### src/rtl/dmem_mmio_responder.sv
// Data-memory port responder: routes low addresses to the dmem syncram and high addresses
// to a small register bank (TX FIFO, status, free-running cycle counter, scratch).
module dmem_mmio_responder #(
    parameter int unsigned          ADDR_W     = 12,
    parameter int unsigned          DATA_W     = 32,
    parameter logic [ADDR_W-1:0]    MMIO_BASE  = 12'hF00,
    parameter int unsigned          FIFO_DEPTH = 8
) (
    input  logic              clock,
    input  logic              reset,
    input  logic [ADDR_W-1:0] address_dmem,
    input  logic [DATA_W-1:0] data,
    input  logic              wren,
    output logic [DATA_W-1:0] q_dmem,
    output logic [ADDR_W-1:0] mem_address,
    output logic [DATA_W-1:0] mem_data,
    output logic              mem_wren,
    input  logic [DATA_W-1:0] mem_q,
    output logic [DATA_W-1:0] tx_data,
    output logic              tx_valid,
    input  logic              tx_ready
);

    localparam int unsigned PTR_W = $clog2(FIFO_DEPTH);
    localparam int unsigned CNT_W = PTR_W + 1;

    typedef enum logic [1:0] {
        RegTxData  = 2'd0,
        RegStatus  = 2'd1,
        RegCycles  = 2'd2,
        RegScratch = 2'd3
    } reg_sel_e;

    // Decode
    logic              mmio_hit;
    logic [ADDR_W-1:0] off;
    logic              reg_ok;
    reg_sel_e          reg_sel;

    assign mmio_hit = (address_dmem >= MMIO_BASE);
    assign off      = address_dmem - MMIO_BASE;
    assign reg_ok   = mmio_hit && (off < ADDR_W'(4));
    assign reg_sel  = reg_sel_e'(off[1:0]);

    assign mem_address = address_dmem;
    assign mem_data    = data;
    assign mem_wren    = wren & ~mmio_hit;

    // State
    logic [DATA_W-1:0] fifo_buf [FIFO_DEPTH];
    logic [PTR_W-1:0]  wr_ptr;
    logic [PTR_W-1:0]  rd_ptr;
    logic [CNT_W-1:0]  count;
    logic              ovf;
    logic [DATA_W-1:0] cycles;
    logic [DATA_W-1:0] scratch;
    logic [DATA_W-1:0] rd_reg;
    logic              rd_mmio;

    logic              full;
    logic              empty;
    logic              reg_wr;
    logic              push_req;
    logic              push_ok;
    logic              pop;
    logic              ovf_set;
    logic              ovf_clr;
    logic              cycles_wr;
    logic              scratch_wr;
    logic [CNT_W-1:0]  count_d;
    logic [DATA_W-1:0] status;
    logic [DATA_W-1:0] rd_val;
    logic [7:0]        count8;

    assign full  = (count == CNT_W'(FIFO_DEPTH));
    assign empty = (count == '0);

    assign tx_valid = ~empty;
    assign tx_data  = fifo_buf[rd_ptr];

    assign reg_wr     = wren & reg_ok;
    assign push_req   = reg_wr && (reg_sel == RegTxData);
    assign pop        = tx_valid & tx_ready;
    // A pop on the same edge frees a slot, so a push into a full FIFO still lands.
    assign push_ok    = push_req & (~full | pop);
    assign ovf_set    = push_req & full & ~pop;
    assign ovf_clr    = reg_wr && (reg_sel == RegStatus) && data[2];
    assign cycles_wr  = reg_wr && (reg_sel == RegCycles);
    assign scratch_wr = reg_wr && (reg_sel == RegScratch);

    always_comb begin
        count_d = count;
        unique case ({push_ok, pop})
            2'b10:   count_d = count + CNT_W'(1);
            2'b01:   count_d = count - CNT_W'(1);
            default: count_d = count;
        endcase
    end

    assign count8 = 8'(count);
    assign status = DATA_W'({count8, 5'b0, ovf, full, empty});

    always_comb begin
        rd_val = '0;
        if (reg_ok) begin
            unique case (reg_sel)
                RegTxData:  rd_val = '0;
                RegStatus:  rd_val = status;
                RegCycles:  rd_val = cycles;
                RegScratch: rd_val = scratch;
                default:    rd_val = '0;
            endcase
        end
    end

    always_ff @(posedge clock or negedge reset) begin
        if (!reset) begin
            wr_ptr  <= '0;
            rd_ptr  <= '0;
            count   <= '0;
            ovf     <= 1'b0;
            cycles  <= '0;
            scratch <= '0;
            rd_reg  <= '0;
            rd_mmio <= 1'b1;
        end else begin
            if (push_ok) begin
                wr_ptr <= wr_ptr + PTR_W'(1);
            end
            if (pop) begin
                rd_ptr <= rd_ptr + PTR_W'(1);
            end
            count   <= count_d;
            ovf     <= ovf_set | (ovf & ~ovf_clr);
            cycles  <= cycles_wr ? data : cycles + DATA_W'(1);
            if (scratch_wr) begin
                scratch <= data;
            end
            rd_mmio <= mmio_hit;
            rd_reg  <= rd_val;
        end
    end

    // Storage needs no reset; validity is tracked by count.
    always_ff @(posedge clock) begin
        if (push_ok) begin
            fifo_buf[wr_ptr] <= data;
        end
    end

    assign q_dmem = rd_mmio ? rd_reg : mem_q;

endmodule

### config.mk
export PLATFORM = sky130hd
export DESIGN_NAME = dmem_mmio_responder
export DESIGN_NICKNAME = d
export VERILOG_FILES = /design/src/rtl/dmem_mmio_responder.sv
export SDC_FILE = /design/constraint.sdc
export NUM_CORES = 1
export LEC_CHECK = 0
export ABC_AREA = 1
export BUFFER_PORTS_ARGS = -buffer_cell sky130_fd_sc_hd__buf_2
export CAP_MARGIN = 20
export CORE_ASPECT_RATIO = 2
export CORE_UTILIZATION = 49
export CTS_CLUSTER_SIZE = 30
export DETAILED_ROUTE_END_ITERATION = 8
export PLACE_DENSITY = 0.74
export SLEW_MARGIN = 20
export SYNTH_ARGS = -nofsm -noshare
export SYNTH_HDL_FRONTEND = slang
export SYNTH_SLANG_ARGS = --single-unit
### constraint.sdc
create_clock -name clock -period 3.6 [get_ports clock]
set_input_delay 0.18 -clock clock [delete_from_list [all_inputs] [get_ports clock]]
set_output_delay 0.18 -clock clock [all_outputs]
set_load 0.03 [all_outputs]
==> impl_metrics.py, run 1 <==
metrics = {
    "critical_path": {
        "rr_endpoint": "fifo_buf[0][20]",
        "worstPathRequired_ps": 3850,
        "path_buf_inv": 4,
        "critical-path-top-delay-family": "buffers and inverters",
        "cp-start-kind": "input pin",
        "r2r_slack_ps": 1120,
        "cp-end-kind": "register",
        "crit_path_cell_trace": "dlygate4sd3_1 -> buf_2 -> nand2_1 -> dlygate4sd3_1 -> nor2_2 -> nand4_2 -> nor2_4 -> nand2_1 -> nor2_2 -> buf_4",
        "slowest_delay_ps": 610,
        "crit_type": "input pin to register",
        "crit_arrival_ps": 3300,
        "cp_max_fo": 14,
        "cpMaxStageDelayCell": "nor2_2",
        "reg2reg_depth": 9,
        "reg2reg_from": "count[0]",
    },
    "synthesis": {
        "synth_cell_types": 41,
        "ys_seq_elements": 364,
        "synth_edf_count": 256,
        "yosys_warnings": 0,
        "synth-main-ff-cell": "edfxtp_1",
        "synth_nets": 1519,
        "async_flop_share": 0.297,
        "syn_inst": 1435,
        "ys_seq_area_frac": 0.657,
        "syn_area_sq_um": 15800,
        "synth_area_per_cell_sq_um": 11.0,
    },
    "layout": {
        "drive_gt1_frac": 0.212,
        "layout.nets": 1680,
        "final_cells": 2041,
        "top_register": "fifo_buf",
        "largest_register_ffs": 256,
        "fillCellCount": 2574,
        "syn2layout_area_growth_pct": 15.5,
        "n_antenna_cell": 0,
    },
    "pwr": {
        "cellLeakagePower_nw": 7.18,
        "pwr-share-clk": 0.280,
        "ir_drop_mv": 0.409,
        "pwr-share-seq": 0.401,
        "powerDensity_nw_per_um2": 643,
        "p_int_mw": 7.48,
        "switching_power_mw": 4.24,
        "pwr-share-comb": 0.319,
        "power.share.switching": 0.362,
    },
    "drt": {
        "vias": 11100,
        "drc": 0,
        "dr.first_iter.drc_count": 888,
        "dr.pass1.iters": 5,
        "postRouteAntennaNets": 0,
        "wl_per_cell_um": 19.3,
        "wl_um": 39400,
        "viasPerCell": 5.46,
    },
    "floorplanning": {
        "num_rows": 92,
        "start_util": 0.499,
        "die_width_um": 129,
        "dieArea_sq_um": 33000,
        "num_io_pins": 190,
        "coreArea_sq_um": 31700,
        "die_y_um": 256,
    },
    "timing": {
        "setup_tns_ps": 0,
        "drv_slew": 0,
        "timing.hold.ws_ps": 21.1,
        "min_period_ps": 3050,
        "finClkSkew_ps": 9.94,
        "rsz0062_at_grt": "no",
        "timing.final.crit_share": 0.848,
        "worstMarginPinSlew_ps": 780,
        "hold_viol": 0,
        "fmax_ghz": 0.328,
        "setup_viol": 0,
        "relSlewSlack": 0.480,
        "setup_ws_ps": 548,
    },
    "cts": {
        "cts_buffer_depth": 3,
        "clkSinkCount": 364,
        "postCtsHoldBufs": 34,
        "clkSlewWorstSetupHoldPaths_ps": 70,
        "post_cts_buffers": 0,
        "numCtsBuffers": 29,
        "htree_levels": 1,
        "clock_latency_ps": 560,
        "cts_resized": 0,
        "root_buffer": "clkbuf_16",
        "cts_tree": "built",
    },
    "grt": {
        "track_usage": 0.245,
        "grt_pass1_wl_um": 61100,
        "overflow": 0,
        "antenna_found_initial": 0,
        "grt_max_degree": 129,
        "grt_pass1_vias": 11400,
    },
    "place": {
        "place_inst": 1954,
        "pre_cts_slack_ps": 991,
        "place_congestion": 0.924,
        "place_hpwl_um": 25800,
        "io_buffers": 189,
    },
    "hold_path": {
        "hold_path.class": "input pin to register",
        "min_from": "data[30]",
        "holdPathStages": 1,
        "holdPathEnd": "fifo_buf[1][30]",
    },
    "outcome": {
        "status": "completed",
    },
    "flow_run": {
        "max-cap-violations": 0,
    },
}
## worst max path at each step
stage,end,cells after the start,slack (ps),start
6_report,fifo_buf[0][20],10,550,address_dmem[10]
5_1_grt,fifo_buf[0][22],10,370,address_dmem[10]
4_1_cts,fifo_buf[0][26],10,570,address_dmem[10]
3_5_place_dp,fifo_buf[0][16],9,990,address_dmem[5]
3_3_place_gp,fifo_buf[0][19],9,1100,address_dmem[5]
2_1_floorplan,fifo_buf[0][0],6,800,address_dmem[3]
## cells in the mapped netlist, types with 6 or more instances
| cell | instances | area share |
|---|---|---|
| a31oi_1 | 41 | 0.016 |
| xor2_1 | 19 | 0.011 |
| dfrtp_1 | 107 | 0.17 |
| edfxtp_1 | 256 | 0.49 |
| mux2_2 | 36 | 0.026 |
| buf_4 | 44 | 0.021 |
| clkbuf_1 | 55 | 0.013 |
| a21oi_1 | 26 | 0.0082 |
| nor2_4 | 6 | 0.0043 |
| nand2_1 | 204 | 0.048 |
| buf_2 | 6 | 0.0019 |
| o21ai_0 | 174 | 0.055 |
| buf_1 | 9 | 0.0021 |
| xnor2_1 | 10 | 0.0055 |
| o21ai_1 | 6 | 0.0019 |
| inv_1 | 61 | 0.014 |
| nor3_1 | 14 | 0.0044 |
| mux2_4 | 6 | 0.0057 |
| o22ai_1 | 32 | 0.013 |
| nand3_1 | 15 | 0.0047 |
| nor2_1 | 266 | 0.063 |
## cells by family after synthesis
logic type      after synthesis  share of synthesized area
simple gates                532                      0.141
buf+inv                     182                     0.0551
flops                       364                      0.657
fa+ha+maj                     4                    0.00317
compound gates              282                     0.0957
mux                          42                     0.0313
xor+xnor                     29                     0.0161
## final cells by class
| class | count | area [sq um] | area share |
|---|---|---|---|
| inverters | 66 | 248 | 0.0136 |
| clock buffers | 44 | 881 | 0.0483 |
| multi-input cells | 889 | 4580 | 0.251 |
| well taps | 423 | 529 | 0.0290 |
| repair buffers | 246 | 1510 | 0.0828 |
| clock inverters | 9 | 108 | 0.00590 |
| flip-flops and latches | 364 | 10400 | 0.570 |
## power by group through the flow
stage,clock network [mW],logic [mW],registers (mW)
floorplan,0,2.66,4.73
global placement,0,3.64,4.78
detailed placement,0,3.71,4.78
CTS,3.33,3.75,4.70
global route,3.48,4.09,4.71
finish,3.29,3.74,4.70
## per-stage QoR
| stage | total power [mW] | utilization | area (sq um) |
|---|---|---|---|
| finish | 11.7 | 0.577 | 18300 |
| global route | 12.3 | 0.577 | 18300 |
| CTS | 11.8 | 0.577 | 18300 |
| detailed placement | 8.50 | 0.535 | 16900 |
| global placement | 8.42 | 0.535 | 16900 |
| floorplan | 7.39 | - | 15800 |
## worst register-to-register path: stages (launching register included)
cell and delay, ps:
dfrtp_1 440, nor2_1 70, nand2_1 100, nor2_1 60, nand2_1 80, inv_1 70, nor2_4 190, nand2_1 180
nor2_2 610, buf_4 370
## cells in the final DEF (no fill, tap or decap), drive strengths merged
cell and instances:
nand3 17, nor3 15, dlygate4sd3 34, nand3b 4, clkbuf 44, and3 1
a31oi 41, nand2 208, inv 67, ha 4, buf 212, nor2 278
xnor2 10, clkinvlp 1, dfrtp 107, edfxtp 256, nor4 1, nand4 5
mux2 42, bufinv 2, o31ai 1, o21ai 181, a221oi 1, clkinv 5
xor2 19, o22ai 32, dfstp 1, a21oi 26, or2 3
## layer usage
layer / wire length (um) / share of wire / vias up / track usage
met2: 21600 / 0.55 / 387 / 0.452
met3: 1520 / 0.039 / 118 / 0.0186
li1: - / - / 5208 / -
met1: 14100 / 0.36 / 5425 / 0.269
met5: 0 / 0 / - / 0
met4: 2230 / 0.056 / 0 / 0.146
(Power assumes the default switching activity.)
==> run 2, diff against run 1 <==
--- a/config.mk
+++ b/config.mk
@@ -12,7 +12,7 @@
 export CORE_UTILIZATION = 49
 export CTS_CLUSTER_SIZE = 30
 export DETAILED_ROUTE_END_ITERATION = 8
-export PLACE_DENSITY = 0.74
+export PLACE_DENSITY = 0.77
 export SLEW_MARGIN = 20
 export SYNTH_ARGS = -nofsm -noshare
 export SYNTH_HDL_FRONTEND = slang
==> constraint.sdc (replaced) <==
create_clock -name clock -period 2.4 [get_ports clock]
set_input_delay 0.12 -clock clock [delete_from_list [all_inputs] [get_ports clock]]
set_output_delay 0.12 -clock clock [all_outputs]
set_load 0.03 [all_outputs]
==> impl_metrics.py, run 2 (same netlist as run 1, synthesis figures left out) <==
metrics = {
    "grt": {
        "grt.met3_usage": 0.0207,
        "grt_max_degree": 109,
        "track_usage": 0.250,
        "overflow": 0,
        "globalRouteMet1Util": 0.282,
        "grt_pass1_wl_um": 62500,
        "grt_util_met2": 0.464,
        "grt_busiest_layer": "met2",
        "grt_pass1_vias": 11500,
        "antenna_found_initial": 0,
    },
    "layout": {
        "syn2layout_area_growth_pct": 19.5,
        "final_cell_mix": "nor2_1 (256), edfxtp_1 (256), nand2_1 (204)",
        "top_register": "fifo_buf",
        "n_antenna_cell": 0,
        "final_cells": 2064,
        "layout.nets": 1701,
        "largest_register_ffs": 256,
        "final_area_sq_um": 18900,
        "drive_gt1_frac": 0.227,
    },
    "critical_path": {
        "rr_endpoint": "fifo_buf[1][5]",
        "reg2reg_from": "count[2]",
        "crit_arrival_ps": 2270,
        "reg2reg_depth": 9,
        "crit_type": "register to output port",
        "worstPathRequired_ps": 2280,
        "cp-startpoint": "rd_ptr[0]",
        "cp-end-kind": "output port",
        "r2r_slack_ps": 300,
        "cp-endpoint": "tx_data[0]",
        "cp_max_fo": 32,
        "cp-start-kind": "register",
    },
    "timing": {
        "finClkSkew_ps": 12.6,
        "setup_tns_ps": 0,
        "fmax_ghz": 0.418,
        "min_period_ps": 2390,
        "worstMarginPinSlew_ps": 627,
        "setup_ws_ps": 7.48,
        "drv_slew": 0,
        "rsz0062_at_grt": "yes",
        "hold_viol": 0,
        "timing.final.crit_share": 0.997,
        "relSlewSlack": 0.582,
        "setup_viol": 0,
    },
    "place": {
        "place_hpwl_um": 25700,
        "dpl_cell_area_sq_um": 17100,
        "place_inst": 1963,
        "pre_cts_slack_ps": 272,
        "io_buffers": 189,
        "place_congestion": 0.974,
    },
    "drt": {
        "viasPerCell": 5.59,
        "vias": 11500,
        "postRouteAntennaNets": 0,
        "wl_per_cell_um": 20.2,
        "wl_um": 41800,
        "drc": 0,
        "dr.first_iter.drc_count": 1042,
        "dr.pass1.iters": 5,
    },
    "pwr": {
        "pwr-share-seq": 0.371,
        "power.share.switching": 0.361,
        "pwr-share-comb": 0.357,
        "powerDensity_nw_per_um2": 1000,
        "pwr-share-clk": 0.273,
        "p_int_mw": 12.1,
        "cellLeakagePower_nw": 7.46,
        "switching_power_mw": 6.83,
        "ir_drop_mv": 0.600,
    },
    "cts": {
        "clock_latency_ps": 580,
        "clkSlewWorstSetupHoldPaths_ps": 70,
        "cts_tree": "built",
        "clkSinkCount": 364,
        "cts_buffer_depth": 3,
        "root_buffer": "clkbuf_16",
        "htree_levels": 1,
        "numCtsBuffers": 30,
    },
    "floorplanning": {
        "start_util": 0.499,
        "num_io_pins": 190,
        "num_rows": 92,
        "die_y_um": 256,
        "dieArea_sq_um": 33000,
        "coreArea_sq_um": 31700,
        "die_width_um": 129,
    },
    "flow_run": {
        "max-cap-violations": 0,
    },
    "outcome": {
        "status": "completed",
    },
    "hold_path": {
        "hold_path.class": "input pin to register",
    },
}
==> run 2: how the worst min path moves through the flow <==
stage / startpoint / end / slack (ps) / cells past startpoint
floorplan: reset / count[0] / -180 / 0
global placement: reset / rd_reg[0] / 230 / 2
detailed placement: reset / rd_reg[0] / 230 / 2
CTS: wren / wr_ptr[0] / 70 / 4
global route: wren / wr_ptr[0] / 100 / 4
finish: wren / wr_ptr[0] / 70 / 4
==> run 2: per-stage QoR <==
step	hold WS [ps]	power (mW)	util
after floorplan	-176	11.1	-
after global placement	232	12.7	0.541
after detailed placement	231	12.8	0.541
after CTS	65.1	18.5	0.592
after global routing	100	19.7	0.597
final	72.7	18.9	0.597
==> run 2: area by class of cell <==
| type | count | area [sq um] |
|---|---|---|
| fill | 2459 | 12800 |
| sequential | 364 | 10400 |
| multi-input combinational | 889 | 4620 |
| timing repair buffer | 266 | 2030 |
| clock buffer | 41 | 885 |
| tap | 423 | 529 |
| inverter | 66 | 259 |
| clock inverter | 15 | 166 |
==> run 2: routing by layer <==
layer | up-vias | share of wire
met5 | - | 0
met4 | 0 | 0.047
met3 | 125 | 0.053
met2 | 489 | 0.55
met1 | 5659 | 0.35
li1 | 5264 | -
==> run 2: what timing repair did <==
| item | in CTS | in global routing |
|---|---|---|
| endpoints found under the setup margin | 28 | 32 |
| pin swaps | 2 | 4 |
| resized for setup | 26 | 25 |
| hold endpoints to repair | 422 | 0 |
| setup buffers | 0 | 1 |
| gates cloned | 3 | 4 |
| hold buffers | 37 | 0 |
==> run 2: power groups by stage <==
stage                     registers, mW  clock network, mW  logic (mW)
after floorplan                    7.09                  0        3.99
after global placement             7.14                  0        5.58
after detailed placement           7.14                  0        5.69
after CTS                          7.03               5.21        6.26
after global routing               7.04               5.45        7.22
final                              7.03               5.16        6.75
==> run 2: worst max-delay path, stage by stage, from the launching register on <==
cell	delay, ps
dfrtp_4	460
buf_12	160
clkbuf_16	250
o21ai_0	120
o22ai_1	240
nor2_1	60
a31oi_1	190
buf_4	200
==> run 3, diff against run 2 <==
--- a/config.mk
+++ b/config.mk
@@ -12,7 +12,7 @@
 export CORE_UTILIZATION = 49
 export CTS_CLUSTER_SIZE = 30
 export DETAILED_ROUTE_END_ITERATION = 8
-export PLACE_DENSITY = 0.77
+export PLACE_DENSITY = 0.72
 export SLEW_MARGIN = 20
 export SYNTH_ARGS = -nofsm -noshare
 export SYNTH_HDL_FRONTEND = slang
==> impl_metrics.py, run 3 (same netlist as run 1, synthesis figures left out) <==
metrics = {
    "critical_path": {
        "path_buf_inv": 3,
        "cpMaxStageDelayCell": "dfrtp_2",
        "cp-end-kind": "output port",
        "crit_path_cell_trace": "clkinvlp_4 -> clkbuf_16 -> o21ai_0 -> o22ai_1 -> nor2_1 -> a31oi_1 -> buf_4",
        "cp-start-kind": "register",
        "slowest_delay_ps": 480,
        "cp_max_fo": 16,
        "r2r_slack_ps": 310,
        "worstPathRequired_ps": 2280,
        "crit_arrival_ps": 2240,
        "crit_type": "register to output port",
        "reg2reg_from": "count[0]",
        "reg2reg_depth": 9,
        "critical-path-top-delay-family": "buffers and inverters",
        "rr_endpoint": "fifo_buf[5][5]",
    },
    "floorplanning": {
        "die_y_um": 256,
        "start_util": 0.499,
        "num_rows": 92,
        "dieArea_sq_um": 33000,
        "num_io_pins": 190,
        "die_width_um": 129,
        "coreArea_sq_um": 31700,
    },
    "drt": {
        "dr.first_iter.drc_count": 857,
        "drc": 0,
        "viasPerCell": 5.45,
        "dr.pass1.iters": 7,
        "vias": 11300,
        "wl_um": 42100,
        "wl_per_cell_um": 20.3,
        "postRouteAntennaNets": 0,
    },
    "timing": {
        "worstMarginPinSlew_ps": 559,
        "rsz0062_at_grt": "yes",
        "timing.final.crit_share": 0.985,
        "relSlewSlack": 0.627,
        "drv_slew": 0,
        "finClkSkew_ps": 17.9,
        "setup_tns_ps": 0,
        "setup_viol": 0,
        "hold_viol": 0,
        "fmax_ghz": 0.423,
        "min_period_ps": 2360,
    },
    "layout": {
        "layout.nets": 1712,
        "fillCellCount": 2480,
        "largest_register_ffs": 256,
        "drive_gt1_frac": 0.229,
        "top_register": "fifo_buf",
        "n_antenna_cell": 0,
        "final_cell_mix": "edfxtp_1 (256), nor2_1 (254), nand2_1 (204)",
        "final_cells": 2075,
        "layout_commonest_cell": "edfxtp_1",
        "syn2layout_area_growth_pct": 20.4,
    },
    "cts": {
        "cts_tree": "built",
        "clkSinkCount": 364,
        "cts_buffer_depth": 3,
        "root_buffer": "clkbuf_16",
        "clock_latency_ps": 570,
        "htree_levels": 1,
        "clkSlewWorstSetupHoldPaths_ps": 70,
        "numCtsBuffers": 30,
    },
    "grt": {
        "grt_pass1_wl_um": 63400,
        "grt_max_degree": 66,
        "grt_util_met2": 0.468,
        "overflow": 0,
        "track_usage": 0.256,
        "grt_pass1_vias": 11500,
        "globalRouteMet1Util": 0.288,
        "grt.met3_usage": 0.0251,
        "grt_busiest_layer": "met2",
        "antenna_found_initial": 0,
    },
    "outcome": {
        "status": "completed",
    },
    "place": {
        "place_inst": 1964,
        "place_congestion": 0.974,
        "place_hpwl_um": 26300,
        "io_buffers": 189,
    },
    "pwr": {
        "powerDensity_nw_per_um2": 1010,
        "cellLeakagePower_nw": 7.53,
        "ir_drop_mv": 0.679,
    },
    "hold_path": {
        "holdPathStages": 5,
        "min_from": "wren",
        "hold_path.class": "input pin to register",
        "holdPathEnd": "wr_ptr[1]",
    },
    "flow_run": {
        "max-cap-violations": 0,
    },
}
## run 3: through the flow
step | hold slack, ps | util | cell area, sq um | worst slack [ps] | total power [mW]
2_1_floorplan | -176 | - | 15800 | -358 | 11.1
3_3_place_gp | 49.7 | 0.540 | 17100 | 334 | 12.8
3_5_place_dp | 53.8 | 0.540 | 17100 | 249 | 12.9
4_1_cts | 79.9 | 0.593 | 18800 | -18.5 | 18.7
5_1_grt | 116 | 0.601 | 19000 | -98.5 | 20.1
6_report | 102 | 0.601 | 19000 | 36.9 | 19.2
## run 3: final cells by class
class                           instances  area (sq um)  share of cell area
Clock buffer                           41           897              0.0471
Clock inverter                         15           165             0.00868
Timing Repair Buffer                  277          2150               0.113
Multi-Input combinational cell        889          4620               0.243
Sequential cell                       364         10400               0.546
Tap cell                              423           529              0.0278
Inverter                               66           278              0.0146
## run 3: worst max path at each step
stage / startpoint / endpoint / slack (ps) / cells past startpoint
finish: rd_ptr[1] / tx_data[21] / 40 / 7
global route: rd_ptr[0] / tx_data[27] / -100 / 8
CTS: rd_ptr[0] / tx_data[30] / -20 / 6
detailed placement: address_dmem[3] / fifo_buf[5][2] / 250 / 8
global placement: address_dmem[3] / fifo_buf[7][1] / 330 / 8
floorplan: count[0] / fifo_buf[0][0] / -360 / 8
## run 3: metal layers
layer,part of all wire,up-vias
met5,0,-
met4,0.045,0
met3,0.045,102
met2,0.55,409
met1,0.36,5531
li1,-,5276
## run 3: timing repair
item | in CTS | in global routing
gates cloned | 5 | 6
pin swaps | 4 | 9
setup buffers | 0 | 6
resized for setup | 26 | 49
hold buffers | 39 | 0
hold endpoints to repair | 419 | 0
endpoints found under the setup margin | 29 | 30
## run 3: power by group
group          internal [mW]  switching, mW  total (mW)  leakage, nW
registers               6.85          0.172        7.03         3.73
clock network           2.96           2.24        5.20        0.517
logic                   2.56           4.46        7.02         3.29
## run 3: tightest hold or removal path: stages
cell and delay, ps:
buf_2 110, nand4_2 160, nor2_4 90, nand2_1 60, o21ai_0 70
